--- config.mk ---
export PLATFORM = sky130hd
export DESIGN_NAME = spi_reg_bridge
export DESIGN_NICKNAME = d
export VERILOG_FILES = /design/src/rtl/spi_reg_bridge.sv
export SDC_FILE = /design/constraint.sdc
export NUM_CORES = 1
export LEC_CHECK = 0
export BUFFER_PORTS_ARGS = -buffer_cell sky130_fd_sc_hd__buf_2
export CAP_MARGIN = 20
export CORE_ASPECT_RATIO = 0.8
export CORE_UTILIZATION = 32
export DETAILED_ROUTE_END_ITERATION = 10
export HOLD_SLACK_MARGIN = 0.06
export SYNTH_ARGS = -nofsm -noshare
export SYNTH_HDL_FRONTEND = slang
export SYNTH_SLANG_ARGS = --single-unit
--- constraint.sdc ---
create_clock -name clk -period 3.1 [get_ports clk]
set_clock_uncertainty 0.15 [all_clocks]
set_input_delay 0.62 -clock clk [delete_from_list [all_inputs] [get_ports clk]]
set_output_delay 0.62 -clock clk [all_outputs]
set_load 0.02 [all_outputs]
--- src/rtl/spi_reg_bridge.sv ---
// SPI mode-0 slave that turns one cs_n frame into a single register-bus access.
// Frame layout: command byte (bit7 = write, bit6 ignored, bits5:0 = address)
// followed by DATA_W data bits, MSB first. Everything runs in the clk domain.
module spi_reg_bridge #(
  parameter int unsigned SYNC_STAGES = 2,
  parameter int unsigned ADDR_W      = 6,
  parameter int unsigned DATA_W      = 8
) (
  input  logic              clk,
  input  logic              rst_n,
  input  logic              sclk,
  input  logic              cs_n,
  input  logic              mosi,
  output logic              miso,
  output logic              read,
  output logic              write,
  output logic [ADDR_W-1:0] addr,
  output logic [DATA_W-1:0] data_write,
  input  logic [DATA_W-1:0] data_read
);

  localparam int unsigned CNT_MAX = (DATA_W > 8) ? DATA_W : 8;
  localparam int unsigned CNT_W   = $clog2(CNT_MAX + 1);

  typedef enum logic [2:0] {
    WAIT_IDLE,
    IDLE,
    CMD,
    DECODE,
    DATA_WR,
    DATA_RD,
    DONE
  } state_t;

  state_t state;

  logic [SYNC_STAGES-1:0] sclk_sr;
  logic [SYNC_STAGES-1:0] cs_sr;
  logic [SYNC_STAGES-1:0] mosi_sr;
  logic                   sclk_d;
  logic                   cs_d;

  logic sclk_s;
  logic cs_s;
  logic mosi_s;
  logic sclk_rise;
  logic sclk_fall;
  logic cs_rise;
  logic cs_fall;

  logic [CNT_W-1:0]  bit_cnt;
  logic [6:0]        cmd_sr;
  logic              cmd_wr;
  logic [DATA_W-2:0] data_sr;
  logic [DATA_W-1:0] tx_sr;
  logic [7:0]        cmd_next;
  logic [DATA_W-1:0] data_next;

  // Synchronise the SPI pins and keep the previous synced value for edge detection.
  // cs_n resets low so a frame already in progress at reset release is not seen as a new cs_fall.
  always_ff @(posedge clk or negedge rst_n) begin
    if (!rst_n) begin
      sclk_sr <= '0;
      cs_sr   <= '0;
      mosi_sr <= '0;
      sclk_d  <= 1'b0;
      cs_d    <= 1'b0;
    end else begin
      sclk_sr <= {sclk_sr[SYNC_STAGES-2:0], sclk};
      cs_sr   <= {cs_sr[SYNC_STAGES-2:0], cs_n};
      mosi_sr <= {mosi_sr[SYNC_STAGES-2:0], mosi};
      sclk_d  <= sclk_sr[SYNC_STAGES-1];
      cs_d    <= cs_sr[SYNC_STAGES-1];
    end
  end

  // Edge pulses and the shift-register next values.
  always_comb begin
    sclk_s    = sclk_sr[SYNC_STAGES-1];
    cs_s      = cs_sr[SYNC_STAGES-1];
    mosi_s    = mosi_sr[SYNC_STAGES-1];
    sclk_rise = sclk_s & ~sclk_d;
    sclk_fall = ~sclk_s & sclk_d;
    cs_rise   = cs_s & ~cs_d;
    cs_fall   = ~cs_s & cs_d;
    cmd_next  = {cmd_sr, mosi_s};
    data_next = {data_sr, mosi_s};
  end

  // miso is the MSB of the transmit register, which is held at zero outside a read data phase.
  assign miso = tx_sr[DATA_W-1];

  // Frame sequencer: command decode, data shift, single bus strobe per frame.
  always_ff @(posedge clk or negedge rst_n) begin
    if (!rst_n) begin
      state      <= WAIT_IDLE;
      bit_cnt    <= '0;
      cmd_sr     <= '0;
      cmd_wr     <= 1'b0;
      data_sr    <= '0;
      tx_sr      <= '0;
      addr       <= '0;
      data_write <= '0;
      read       <= 1'b0;
      write      <= 1'b0;
    end else begin
      read  <= 1'b0;
      write <= 1'b0;
      if (cs_rise) begin
        state <= IDLE;
        tx_sr <= '0;
      end else begin
        case (state)
          WAIT_IDLE: begin
            tx_sr <= '0;
            if (cs_s) state <= IDLE;
          end
          IDLE: begin
            tx_sr <= '0;
            if (cs_fall) begin
              state   <= CMD;
              bit_cnt <= '0;
              cmd_sr  <= '0;
              data_sr <= '0;
            end
          end
          CMD: begin
            tx_sr <= '0;
            if (sclk_rise) begin
              cmd_sr  <= cmd_next[6:0];
              bit_cnt <= bit_cnt + 1'b1;
              if (bit_cnt == CNT_W'(7)) begin
                addr   <= ADDR_W'(cmd_next[5:0]);
                cmd_wr <= cmd_next[7];
                state  <= DECODE;
              end
            end
          end
          DECODE: begin
            bit_cnt <= '0;
            if (cmd_wr) begin
              state <= DATA_WR;
            end else begin
              read  <= 1'b1;
              state <= DATA_RD;
            end
          end
          DATA_WR: begin
            if (sclk_rise) begin
              data_sr <= data_next[DATA_W-2:0];
              bit_cnt <= bit_cnt + 1'b1;
              if (bit_cnt == CNT_W'(DATA_W - 1)) begin
                data_write <= data_next;
                write      <= 1'b1;
                state      <= DONE;
              end
            end
          end
          DATA_RD: begin
            // The load happens at the end of the read cycle so data_read is sampled against the
            // new address. The first fall seen here is the command's 8th fall and only advances
            // the count; each later fall exposes the next bit.
            if (read) begin
              tx_sr <= data_read;
            end else if (sclk_fall) begin
              if (bit_cnt == CNT_W'(DATA_W)) begin
                tx_sr <= '0;
                state <= DONE;
              end else begin
                bit_cnt <= bit_cnt + 1'b1;
                if (bit_cnt != '0) tx_sr <= {tx_sr[DATA_W-2:0], 1'b0};
              end
            end
          end
          DONE: begin
            tx_sr <= '0;
          end
          default: begin
            state <= WAIT_IDLE;
            tx_sr <= '0;
          end
        endcase
      end
    end
  end

endmodule

# Yosys cells after proc, flatten, opt, wreduce, memory -nomap -nowiden
# Cells that the tools add are included.
# totals
reg_bits,54
in_bits,13
output_inout_bits,17
elab_cells,103
# classes
addsub,1
n_eq_ne,28
mux,36
bitwise_logic,9
reduce_logical,14
# op_table
op,count
$mux W8,5
$mux W3,10
$pmux W7 S2,2
$ne A3 B3 Y1 const B,9
$mux W7,3
$pmux W3 S7,1
$mux W4,5
$pmux W4 S4,1
$pmux W8 S2,1
$reduce_and A4 Y1,4
$ne A2 B2 Y1 const B,7
$reduce_and A10 Y1,1
$eq A3 B3 Y1 const B,3
$mux W1,8
$reduce_bool A4 Y1,2
$reduce_and A7 Y1,1
$eq A3 B2 Y1 const B,2
$ne A5 B5 Y1 const B,1
$not A1 Y1,5
$add A4 B1 Y4 const B,1
$and A1 B1 Y1,4
$eq A4 B3 Y1 const B,1
$eq A4 B4 Y1 const B,1
$ne A2 B1 Y1 const B,2
other kinds (6),8

# Logic depth before layout (Yosys ltp)
# Gate-level depths: netlist of run 1.
# depth
word_depth,7
depth_mapped,7
ltp_nobuf,7

# Least setup slack after synthesis of run 1
# OpenSTA, ideal clock, no wires.
# synth_timing
path_kind,register to register
startpoint,reg cs_sr[1]
endpoint,reg state[1]
setup_time_ps,129
arrival_time_ps,1745
t_required_ps,2821
setup_slack_ps,1076
stages_incl_launch_ff,7
path_buffers,0
synth_period_minus_slack_ps,2024
cell_sequence,dfrtp_1 -> ha_1 -> or4_2 -> a21oi_1 -> a21o_1 -> or4_1 -> o21ai_0
# synth_between
elab_chain_cells,4
elab_cells_between_ends,15
classes_between,eq/ne: 10; mux: 1; bitwise: 3; reduce/logical: 1
# synth_rtl
element,line,rtl
start: declaration,38,logic [SYNC_STAGES-1:0] cs_sr;
start signal: assignment,70,"cs_sr <= {cs_sr[SYNC_STAGES-2:0], cs_n};"
$not A1 Y1,85,cs_fall = ~cs_s & cs_d;
$and A1 B1 Y1,85,
$ne A3 B3 Y1 (no line),-,
$reduce_and A10 Y1 (no line),-,
end signal: assignment,96,state <= WAIT_IDLE;
end signal: assignment,110,state <= IDLE;
end signal: assignment,116,if (cs_s) state <= IDLE;
end: declaration,35,state_t state;
# Several ways; a longest one is shown, not always the timed one.
# A chain may end at the register's enable or synchronous reset.

# Worst setup path in the final report of run 1
# layout_timing
startpoint,reg state[1]
endpoint,reg tx_sr[6]
# layout_between
elab_chain_cells,4
elab_cells_between_ends,10
classes_between,eq/ne: 6; mux: 2; reduce/logical: 2
# layout_rtl
element,line,rtl
$eq A3 B3 Y1 / $eq A3 B2 Y1 (equally long branches),113,case (state)
$reduce_or A2 Y1 (no line),-,
$pmux W8 S2 / $ne A2 B1 Y1 (equally long branches),-,
$mux W8 / $reduce_and A3 Y1 (equally long branches),-,
end signal: assignment,164,tx_sr <= data_read;
end signal: assignment,171,"if (bit_cnt != '0) tx_sr <= {tx_sr[DATA_W-2:0], 1'b0};"
end: declaration,55,logic [DATA_W-1:0] tx_sr;
# Several ways; a longest one is shown, not always the timed one.

==> results of run 1 <==
kinds of logic (layout without fill, tap and decap cells):
family / count (synthesis) / after routing / synth area share, %
AND/OR/NAND/NOR: 55 / 55 / 12.5
multiplexers: 32 / 32 / 15.8
buffers and inverters: 20 / 52 / 4.29
flip-flops: 54 / 54 / 53.3
AO/OA/AOI/OAI: 38 / 38 / 11.7
adder cells (fa/ha/maj): 5 / 5 / 2.47
power by group through the flow:
stage	sequential (mW)	clock, mW	combinational [mW]
CTS	0.865	0.414	0.534
global placement	0.873	0	0.522
floorplan	0.817	0	0.500
finish	0.865	0.398	0.529
detailed placement	0.878	0	0.530
global route	0.878	0.442	0.591
final timing paths:
| check | start | cells after the start | endpoint |
|---|---|---|---|
| worst max-delay path | state[1]$_DFFE_PN0P_ | 5 | tx_sr[6]$_DFFE_PN0P_ |
| worst min-delay path | rst_n | 1 | addr[2]$_DFFE_PN0P_ |
| worst max register to register | state[1]$_DFFE_PN0P_ | 5 | tx_sr[6]$_DFFE_PN0P_ |
| worst min register to register | mosi_sr[0]$_DFF_PN0_ | 0 | mosi_sr[1]$_DFF_PN0_ |
| max in group asynchronous | rst_n | 2 | state[2]$_DFFE_PN0P_ |
| min in group clk | mosi_sr[0]$_DFF_PN0_ | 0 | mosi_sr[1]$_DFF_PN0_ |
flip-flops by register name, indices dropped and copies added (netlist names), 2 cells and up:
signal and flops:
data_write 8, tx_sr 8, cmd_sr 7, data_sr 7
addr 6, bit_cnt 4, state 3, cs_sr 2
mosi_sr 2, sclk_sr 2
Yosys cell counts:
master / instances / area (um^2)
nor3b_1: 3 / 22.5
buf_6: 3 / 33.8
clkbuf_8: 1 / 13.8
nor3_2: 1 / 10.0
a21o_1: 2 / 15.0
o211ai_1: 1 / 7.51
buf_2: 1 / 5.00
a2111oi_4: 1 / 27.5
inv_1: 13 / 48.8
o21bai_1: 1 / 7.51
a22o_1: 14 / 123
clkbuf_1: 2 / 7.51
nand2b_1: 3 / 18.8
o21ai_1: 1 / 5.00
or3b_2: 1 / 8.76
nor2_1: 8 / 30.0
a21oi_1: 5 / 25.0
dfrtp_1: 54 / 1350
nor3_1: 3 / 15.0
or3b_1: 1 / 8.76
nand3_1: 5 / 25.0
and3_1: 1 / 6.26
nor3_4: 1 / 16.3
or4_1: 1 / 7.51
and2b_4: 1 / 10.0
nand3b_1: 2 / 15.0
o21ba_2: 1 / 10.0
o21ai_0: 7 / 35.0
mux2i_1: 10 / 100
or4_2: 1 / 8.76
mux2_2: 8 / 90.1
a31o_1: 1 / 8.76
or3_1: 2 / 12.5
and3b_1: 1 / 8.76
nor2b_1: 4 / 25.0
ha_1: 5 / 62.6
o22ai_1: 1 / 6.26
mux2_4: 14 / 210
o31ai_1: 1 / 7.51
a32o_1: 1 / 10.0
nand3b_2: 1 / 11.3
o32a_1: 1 / 10.0
nand2_1: 15 / 56.3
metal layers:
metal	wire length, um	vias up
met2	1960	31
met5	0	-
met4	49	0
met3	203	4
li1	-	790
met1	2470	793
worst max-delay path: cells and delay by family, from the launching register on:
| family | cells | cell delay [ns] |
|---|---|---|
| multiplexers | 1 | 0.36 |
| AND/OR/NAND/NOR | 2 | 0.67 |
| AO/OA/AOI/OAI | 2 | 0.46 |
| flip-flops | 1 | 0.58 |
layout make-up:
| type | count | area share (%) |
|---|---|---|
| flip-flops and latches | 54 | 47.1 |
| multi-input cells | 130 | 37.5 |
| repair buffers | 31 | 6.02 |
| well taps | 105 | 4.58 |
| clock buffers | 5 | 2.40 |
| inverters | 13 | 1.70 |
| clock inverters | 3 | 0.654 |
metrics by stage:
step / area [um^2] / hold slack, ns / util (%) / cells
floorplan: 2540 / 0.174 / - / 204
CTS: 2870 / 0.187 / 38.1 / 341
detailed placement: 2780 / 0.185 / 36.9 / 333
finish: 2870 / 0.166 / 38.1 / 341
global route: 2870 / 0.206 / 38.1 / 341
global placement: 2780 / 0.184 / 36.9 / 333
==> metrics.txt, run 1 <==
status finished, final reports clean; Slew Viols, Final 0; register area share after synthesis a little over half; core area roughly 0.0075 mm^2; DRC 0; Reg power frac 48.3%; worst vdd ir 0.000240 V; Crit path arrival time 2.38 ns; commonest non-fill, non-tap cell in the layout dfrtp_1; Worst-Margin Slew 0.730 ns; area grow syn2layout 13.1%; Starting Density 33.7%; sw frac 36.1%; RSZ-0062 raised after global routing no; post-DP HPWL 3240 um; DIE AREA 0.00829 mm^2; PwrDens 625 mW/mm^2; root buffer cell clkbuf_8; Reg clk slew, reported paths 0.10 ns; Clk pwr share 22.2%; H-tree depth 2; CP Max Fanout 16; Via density 4.74; GP Congestion around 0.80; DP Worst Slack 0.777 ns; initial DRC count 108; P_sw 646 uW; endpoints failing setup 0; largest net degree at the start of global routing 30; synth warn 0; Max stage delay cell, worst path dfrtp_1; Hold Violations, Final 0; Multi-input gate area between 0.001 and 0.0015 mm^2; post-layout power 1.79 mW; number of cells upsized or downsized after cts 0; first-pass GRT wire length between 7000 and 8000 um; clk buf depth 2; final wirelength 4680 um; GRT Residual Overflow 0; most frequent cells in the layout dfrtp_1 (54), buf_2 (29), nand2_1 (15); total track usage 12.5%; ant diodes 0; vias about 1600; maxcap violations 0; Static Leak 1.41 nW; GRT met2 Usage about 17%; Slew headroom 51.1%; Worst-Skew Late Latency slightly above 0.3 ns; Syn Area/Cell approximately 12 um^2; Pre-Repair DR Iteration Count 4; Avg WL per Cell 13.7 um; GR peak layer met1; met3 usage 3.15%; setup ws final 0.773 ns; Syn Inst Count 204; class of the worst hold path in2async; Setup TNS 0 ns; worst-path cell chain nand2b_1 -> nor2_1 -> a21oi_1 -> o32a_1 -> mux2_4; Worst EP required 3.16 ns; initial antenna violation count 0; Std-Cell Rows 28; die extent in y between 80 and 90 um; Fmax roughly 430 MHz; register area 0.00135 mm^2; R2R Setup Slk 0.77 ns; minimum clock period 2.33 ns; Crit. End Element flip-flop; synthesized area 0.00254 mm^2; overall die width between 100 and 150 um; layout cell share with drive strength beyond 1 29.2%; Comb power frac between 20% and 30%; hold buffers post-CTS 0; I/O pin cnt 30; Synthesized Nets 222; Layout Nets 253; I/O Buffers 29; FF+latch count, synth 54; CTS buffer count 5; Critical Path Source Type flip-flop; fill count 747; CP max stage delay 0.58 ns; Final period util 75.1%; Setup Fix Bufs, Post-CTS 0; Crit Path Class reg2reg; DRT antenna net count 0; CTS tree built; met1 GRT Util 18.6%; Yosys cell types 43; Pint 1.15 mW; clk sink count 54; vias in the first global route 1545
No activity file was read; power rests on OpenSTA's default activity.
==> run 2, diff against run 1 <==
ABC_AREA = 1   (was unset)
clock period = 1.9 ns   (was 3.1 ns; I/O delays follow)
==> metrics.txt, run 2 <==
Crit. End Element flip-flop (unchanged); Starting Density 33.9% (was 33.7%); vias 2022 (was 1618); most frequent cells in the layout nand2_1 (77), dfrtp_1 (52), nor2_1 (32) (was dfrtp_1 (54), buf_2 (29), nand2_1 (15)); first-pass GRT wire length 8790 um (was 7850 um); clk buf depth 2 (unchanged); CTS buffer count 5 (unchanged); share of the synthesized area in the top cell type 52.6% (was 53.3%); RSZ-0062 raised after global routing no (unchanged); endpoints failing setup 0 (unchanged); final wirelength 5000 um (was 4680 um); Multi-input gate area 0.00105 mm^2 (was 0.00108 mm^2); root buffer cell clkbuf_8 (unchanged); CTS tree built (unchanged); Worst-Skew Late Latency 0.31 ns (about the same); Final period util 91.4% (was 75.1%); Critical Path Source Type flip-flop (unchanged); largest registers in the final layout data_write x8, tx_sr x8 (unchanged); fill count 793 (was 747); Syn Inst Count 309 (was 204); die extent in y 82.1 um (was 81.6 um); commonest non-fill, non-tap cell in the layout nand2_1 (was dfrtp_1); initial antenna violation count 0 (unchanged); area grow syn2layout 17.0% (was 13.1%); top layer in use met4 (unchanged); Fmax 576 MHz (was 430 MHz); layout cell share with drive strength beyond 1 19.7% (was 29.2%); Yosys cell types 26 (was 43); vias in the first global route 1912 (was 1545); I/O pin cnt 30 (unchanged); Layout Nets 368 (was 253); post-DP HPWL 3620 um (was 3240 um); Std-Cell Rows 28 (unchanged); Slew headroom 76.6% (was 51.1%); Crit path arrival time 1.82 ns (was 2.38 ns); met2 wire len 2080 um (was 1960 um); Hold Violations, Final 0 (unchanged); FF+latch count, synth 54 (unchanged); Worst EP required 1.99 ns (was 3.16 ns); Reg clk slew, reported paths 0.10 ns (about the same); largest net degree at the start of global routing 55 (was 30); Synthesized Nets 327 (was 222); Yosys top cell by area dfrtp_1 (unchanged); status finished, final reports clean (unchanged); Via density 4.43 (was 4.74); R2R Setup Slk 0.16 ns (was 0.77 ns); CP Max Fanout 14 (was 16); maxcap violations 0 (unchanged); Main synth FF type dfrtp_1 (unchanged); core area 0.00757 mm^2 (was 0.00753 mm^2); initial DRC count 121 (was 108); GRT Residual Overflow 0 (unchanged); wl on met1 2680 um (was 2470 um); Post-synth EDFFs 0 (unchanged); ant diodes 0 (unchanged); I/O Buffers 29 (unchanged); register area share after synthesis 52.6% (was 53.3%); synth warn 0 (unchanged); overall die width 102 um (about the same); Syn Area/Cell 8.31 um^2 (was 12.4 um^2); total track usage 13.5% (was 12.5%); GP Congestion 0.805 (was 0.796); Avg WL per Cell 11.0 um (was 13.7 um); asr flop ratio synth 100% (unchanged); Worst-Margin Slew 0.350 ns (was 0.730 ns); worst vdd ir 0.000390 V (was 0.000240 V); met3 WL 171 um (was 203 um); Crit Path Class reg2reg (unchanged); top-count cell post-synth nand2_1 (was dfrtp_1); top post-synthesis cells by area dfrtp_1 (53%), nand2_1 (11%), nand3_1 (5.5%), o21ai_1 (4.9%), nor2_1 (4.7%) (was dfrtp_1 (53%), mux2_4 (8.3%), a22o_1 (4.8%), mux2i_1 (3.9%), mux2_2 (3.6%)); Setup TNS 0 ns (unchanged); post-layout power 3.12 mW (was 1.79 mW); DRT antenna net count 0 (unchanged); most frequent cells after synthesis nand2_1 (78), dfrtp_1 (54), nor2_1 (32) (was dfrtp_1 (54), nand2_1 (15), a22o_1 (14), mux2_4 (14), inv_1 (13)); Pre-Repair DR Iteration Count 4 (unchanged); Slew Viols, Final 0 (unchanged); Static Leak 1.48 nW (was 1.41 nW); minimum clock period 1.74 ns (was 2.33 ns); PwrDens 1040 mW/mm^2 (was 625 mW/mm^2); clk sink count 54 (unchanged); register area 0.00135 mm^2 (about the same); synthesized area 0.00257 mm^2 (was 0.00254 mm^2); H-tree depth 2 (unchanged); class of the worst hold path in2reg (was in2async); DIE AREA 0.00839 mm^2 (was 0.00829 mm^2); DRC 0 (unchanged)
run 2: power breakdown:
part / switching (mW) / total, mW / internal [mW]
clock network: 0.371 / 0.632 / 0.261
logic: 0.712 / 1.09 / 0.379
registers: 0.133 / 1.40 / 1.27
run 2: cell type report:
cell class / count / area share (%)
well taps: 105 / 4.37
clock inverters: 2 / 0.458
clock buffers: 6 / 2.42
flip-flops and latches: 54 / 45.1
repair buffers: 40 / 8.33
multi-input cells: 214 / 35.0
inverters: 35 / 4.37
run 2: worst paths after layout:
check                                        start                endpoint  depth (start not counted)
worst max-delay path            cs_sr[1]$_DFF_PN0_  data_sr[3]$_DFFE_PN0P_                          6
worst min-delay path                  data_read[0]    tx_sr[0]$_DFFE_PN0P_                          3
min in group asynchronous                    rst_n    sclk_sr[0]$_DFF_PN0_                          3
worst max register to register  cs_sr[1]$_DFF_PN0_  data_sr[3]$_DFFE_PN0P_                          6
worst min register to register  cs_sr[0]$_DFF_PN0_      cs_sr[1]$_DFF_PN0_                          0
max in group asynchronous                    rst_n    state[0]$_DFFE_PN0P_                          3
run 2: critical path, stage by stage, from the launching register on:
cell	delay [ns]
dfrtp_1	0.44
ha_1	0.30
inv_1	0.17
o21ai_2	0.12
a21oi_4	0.32
nand2_1	0.09
o21ai_1	0.08
run 2: cells by family after synthesis:
group                    count (synthesis)  synth area share [%]
AO/OA/AOI/OAI                           48                  10.0
AND/OR/NAND/NOR                        159                  27.7
XOR/XNOR                                 2                 0.682
flip-flops                              54                  52.6
adder cells (fa/ha/maj)                  5                  2.44
buffers and inverters                   41                  6.53
run 2: timing repair:
| action | in CTS | in global routing |
|---|---|---|
| hold endpoints to repair | 57 | 0 |
| setup endpoints to repair | 0 | 11 |
| gates resized for setup | 0 | 3 |
| hold buffers | 4 | 0 |
| setup buffers | 0 | 0 |
run 2: metal layers:
layer	vias up	track usage, %
met3	7	2.78
li1	1064	-
met2	37	19.6
met5	-	0
met4	0	5.14
met1	914	19.6
run 2: through the flow:
step	cells	area (um^2)	utilization (%)	setup WS, ns	hold slack (ns)
final	456	3000	39.7	0.163	0.154
after detailed placement	444	2870	38.0	0.115	0.190
after global routing	456	3000	39.7	0.00108	0.168
after CTS	456	3000	39.6	0.0936	0.149
after floorplan	309	2570	-	0.319	-0.0656
after global placement	444	2870	38.0	0.127	0.182
==> run 3, diff against run 2 <==
CORE_MARGIN = 10   (was unset)
PLACE_DENSITY = 0.51   (was unset)
==> metrics.txt, run 3 (synthesized netlist as in run 2, its figures left out) <==
area grow syn2layout 17.4% (was 17.0%); Hold Crit Endpoint tx_sr[0]$_DFFE_PN0P_ (unchanged); die extent in y 100 um (was 82.1 um); Min-Delay Startpoint data_read[0] (unchanged); most frequent cells in the layout nand2_1 (77), dfrtp_1 (54), nor2_1 (32) (was nand2_1 (77), dfrtp_1 (52), nor2_1 (32)); worst-case reg-to-reg path depth 7 (was 6); post-layout power 3.16 mW (was 3.12 mW); vias in the first global route 2029 (was 1912); GRT Residual Overflow 0 (unchanged); status finished, final reports clean (unchanged); commonest non-fill, non-tap cell in the layout nand2_1 (unchanged); total track usage 9.14% (was 13.5%); worst r2r src state[0]$_DFFE_PN0P_ (was cs_sr[1]$_DFF_PN0_); Final period util 91.3% (was 91.4%); H-tree depth 2 (unchanged); CP startpoint state[0]$_DFFE_PN0P_ (was cs_sr[1]$_DFF_PN0_); class of the worst hold path in2reg (unchanged); Slew headroom 71.4% (was 76.6%); PwrDens 1050 mW/mm^2 (was 1040 mW/mm^2); dpl cells 447 (was 444); root buffer cell clkbuf_8 (unchanged); Hold Crit Depth 3 (unchanged); initial antenna violation count 0 (unchanged); Worst-Skew Late Latency 0.31 ns (about the same); initial DRC count 71 (was 121); Layout Nets 368 (unchanged); ant diodes 0 (unchanged); clk buf depth 2 (unchanged); CP max stage delay 0.52 ns (was 0.44 ns); Pre-Repair DR Iteration Count 4 (unchanged); CTS buffer count 5 (unchanged); RSZ-0062 raised after global routing yes (was no); CTS tree built (unchanged); Worst-Margin Slew 0.429 ns (was 0.350 ns); Std-Cell Rows 29 (was 28); R2R Path End data_sr[4]$_DFFE_PN0P_ (was data_sr[3]$_DFFE_PN0P_); largest registers in the final layout data_write x8, tx_sr x8 (unchanged); fin cells 459 (was 456); DRC 0 (unchanged); Critical Path Source Type flip-flop (unchanged); minimum clock period 1.73 ns (was 1.74 ns); core area 0.00787 mm^2 (was 0.00757 mm^2); worst vdd ir 0.000350 V (was 0.000390 V); Multi-input gate area 0.00106 mm^2 (was 0.00105 mm^2); Starting Density 32.6% (was 33.9%); layout cell share with drive strength beyond 1 19.1% (was 19.7%); Via density 4.48 (was 4.43); Max stage delay cell, worst path dfrtp_1 (unchanged); clk sink count 54 (unchanged); largest net degree at the start of global routing 38 (was 55); post-DP HPWL 3960 um (was 3620 um); overall die width 120 um (was 102 um); Fmax 576 MHz (about the same); vias 2057 (was 2022); Buf+Inv Stages, Crit Path 1 (unchanged); R2R Setup Slk 0.17 ns (was 0.16 ns); Crit Path Class reg2reg (unchanged); Setup Fix Bufs, Post-CTS 0 (unchanged); Worst EP required 2.00 ns (was 1.99 ns); Slew Viols, Final 0 (unchanged); I/O pin cnt 30 (unchanged); Avg WL per Cell 11.6 um (was 11.0 um); final core utilization 38.3% (was 39.7%); worst-path cell chain nor2_4 -> nand2_4 -> inv_2 -> nand2_1 -> a21oi_4 -> nand2_1 -> o21ai_1 (was ha_1 -> inv_1 -> o21ai_2 -> a21oi_4 -> nand2_1 -> o21ai_1); Static Leak 1.48 nW (about the same); Hold Violations, Final 0 (unchanged); DP Worst Slack 0.101 ns (was 0.115 ns); DIE AREA 0.0120 mm^2 (was 0.00839 mm^2); register area 0.00135 mm^2 (about the same); final wirelength 5320 um (was 5000 um); CP delay by family, top flip-flops (was compound AO/OA/AOI/OAI gates); Crit path arrival time 1.84 ns (was 1.82 ns); fill count 812 (was 793); Most common cell on crit path nand2_1; maxcap violations 0 (unchanged); CP Max Fanout 14 (unchanged); I/O Buffers 29 (unchanged); DRT antenna net count 0 (unchanged); Crit. End Element flip-flop (unchanged); endpoints failing setup 0 (unchanged); first-pass GRT wire length 9270 um (was 8790 um); GP Congestion 0.788 (was 0.805); setup ws final 0.165 ns (was 0.163 ns); Reg clk slew, reported paths 0.10 ns (about the same)
-- run 3: cell types whose count changed in the layout (fill, tap and decap cells not counted), sizes merged --
cell,before,now
inv,34,35
clkinv,3,2
-- run 3: metal layers --
metal / share of wire [%] / track usage, % / up-vias
met3: 2.7 / 2.19 / 8
met2: 44 / 14.1 / 26
met5: 0 / 0 / -
met4: 1.5 / 3.06 / 0
li1: - / - / 1065
met1: 52 / 12.3 / 958
-- run 3: area by class of cell --
class	instances	area share (%)
repair buffers	40	8.30
well taps	108	4.48
clock buffers	6	2.41
inverters	35	4.36
clock inverters	2	0.581
flip-flops and latches	54	44.8
multi-input cells	214	35.1
-- run 3: what timing repair did --
item,in CTS,in global routing
resized for setup,0,2
hold endpoints to repair,20,0
endpoints found under the setup margin,0,11
hold buffers,4,0
-- run 3: worst max path at each step --
stage | endpoint | depth (start not counted)
2_1_floorplan | bit_cnt[2]$_DFFE_PN0P_ | 7
3_3_place_gp | addr[2]$_DFFE_PN0P_ | 5
3_5_place_dp | addr[4]$_DFFE_PN0P_ | 5
4_1_cts | addr[1]$_DFFE_PN0P_ | 5
5_1_grt | data_write[2]$_DFFE_PN0P_ | 6
6_report | data_sr[4]$_DFFE_PN0P_ | 7
-- run 3: where the power goes --
group	internal [mW]	total [mW]	leakage (nW)	switching, mW
clock	0.268	0.668	0.0458	0.400
combinational	0.384	1.09	0.712	0.702
sequential	1.26	1.40	0.726	0.140
-- run 3: stage by stage --
stage	area [um^2]	setup TNS (ns)	hold slack (ns)
after CTS	3010	0	0.152
after floorplan	2570	0	-0.0656
after global placement	2880	0	0.183
final	3020	0	0.153
after global routing	3020	-0.0123	0.193
after detailed placement	2880	0	0.186
-- run 3: worst register-to-register path, cell delays in order, from the launching register on --
cell and delay (ns):
dfrtp_1 0.52, nor2_4 0.19, nand2_4 0.12, inv_2 0.09
nand2_1 0.09, a21oi_4 0.34, nand2_1 0.10, o21ai_1 0.08
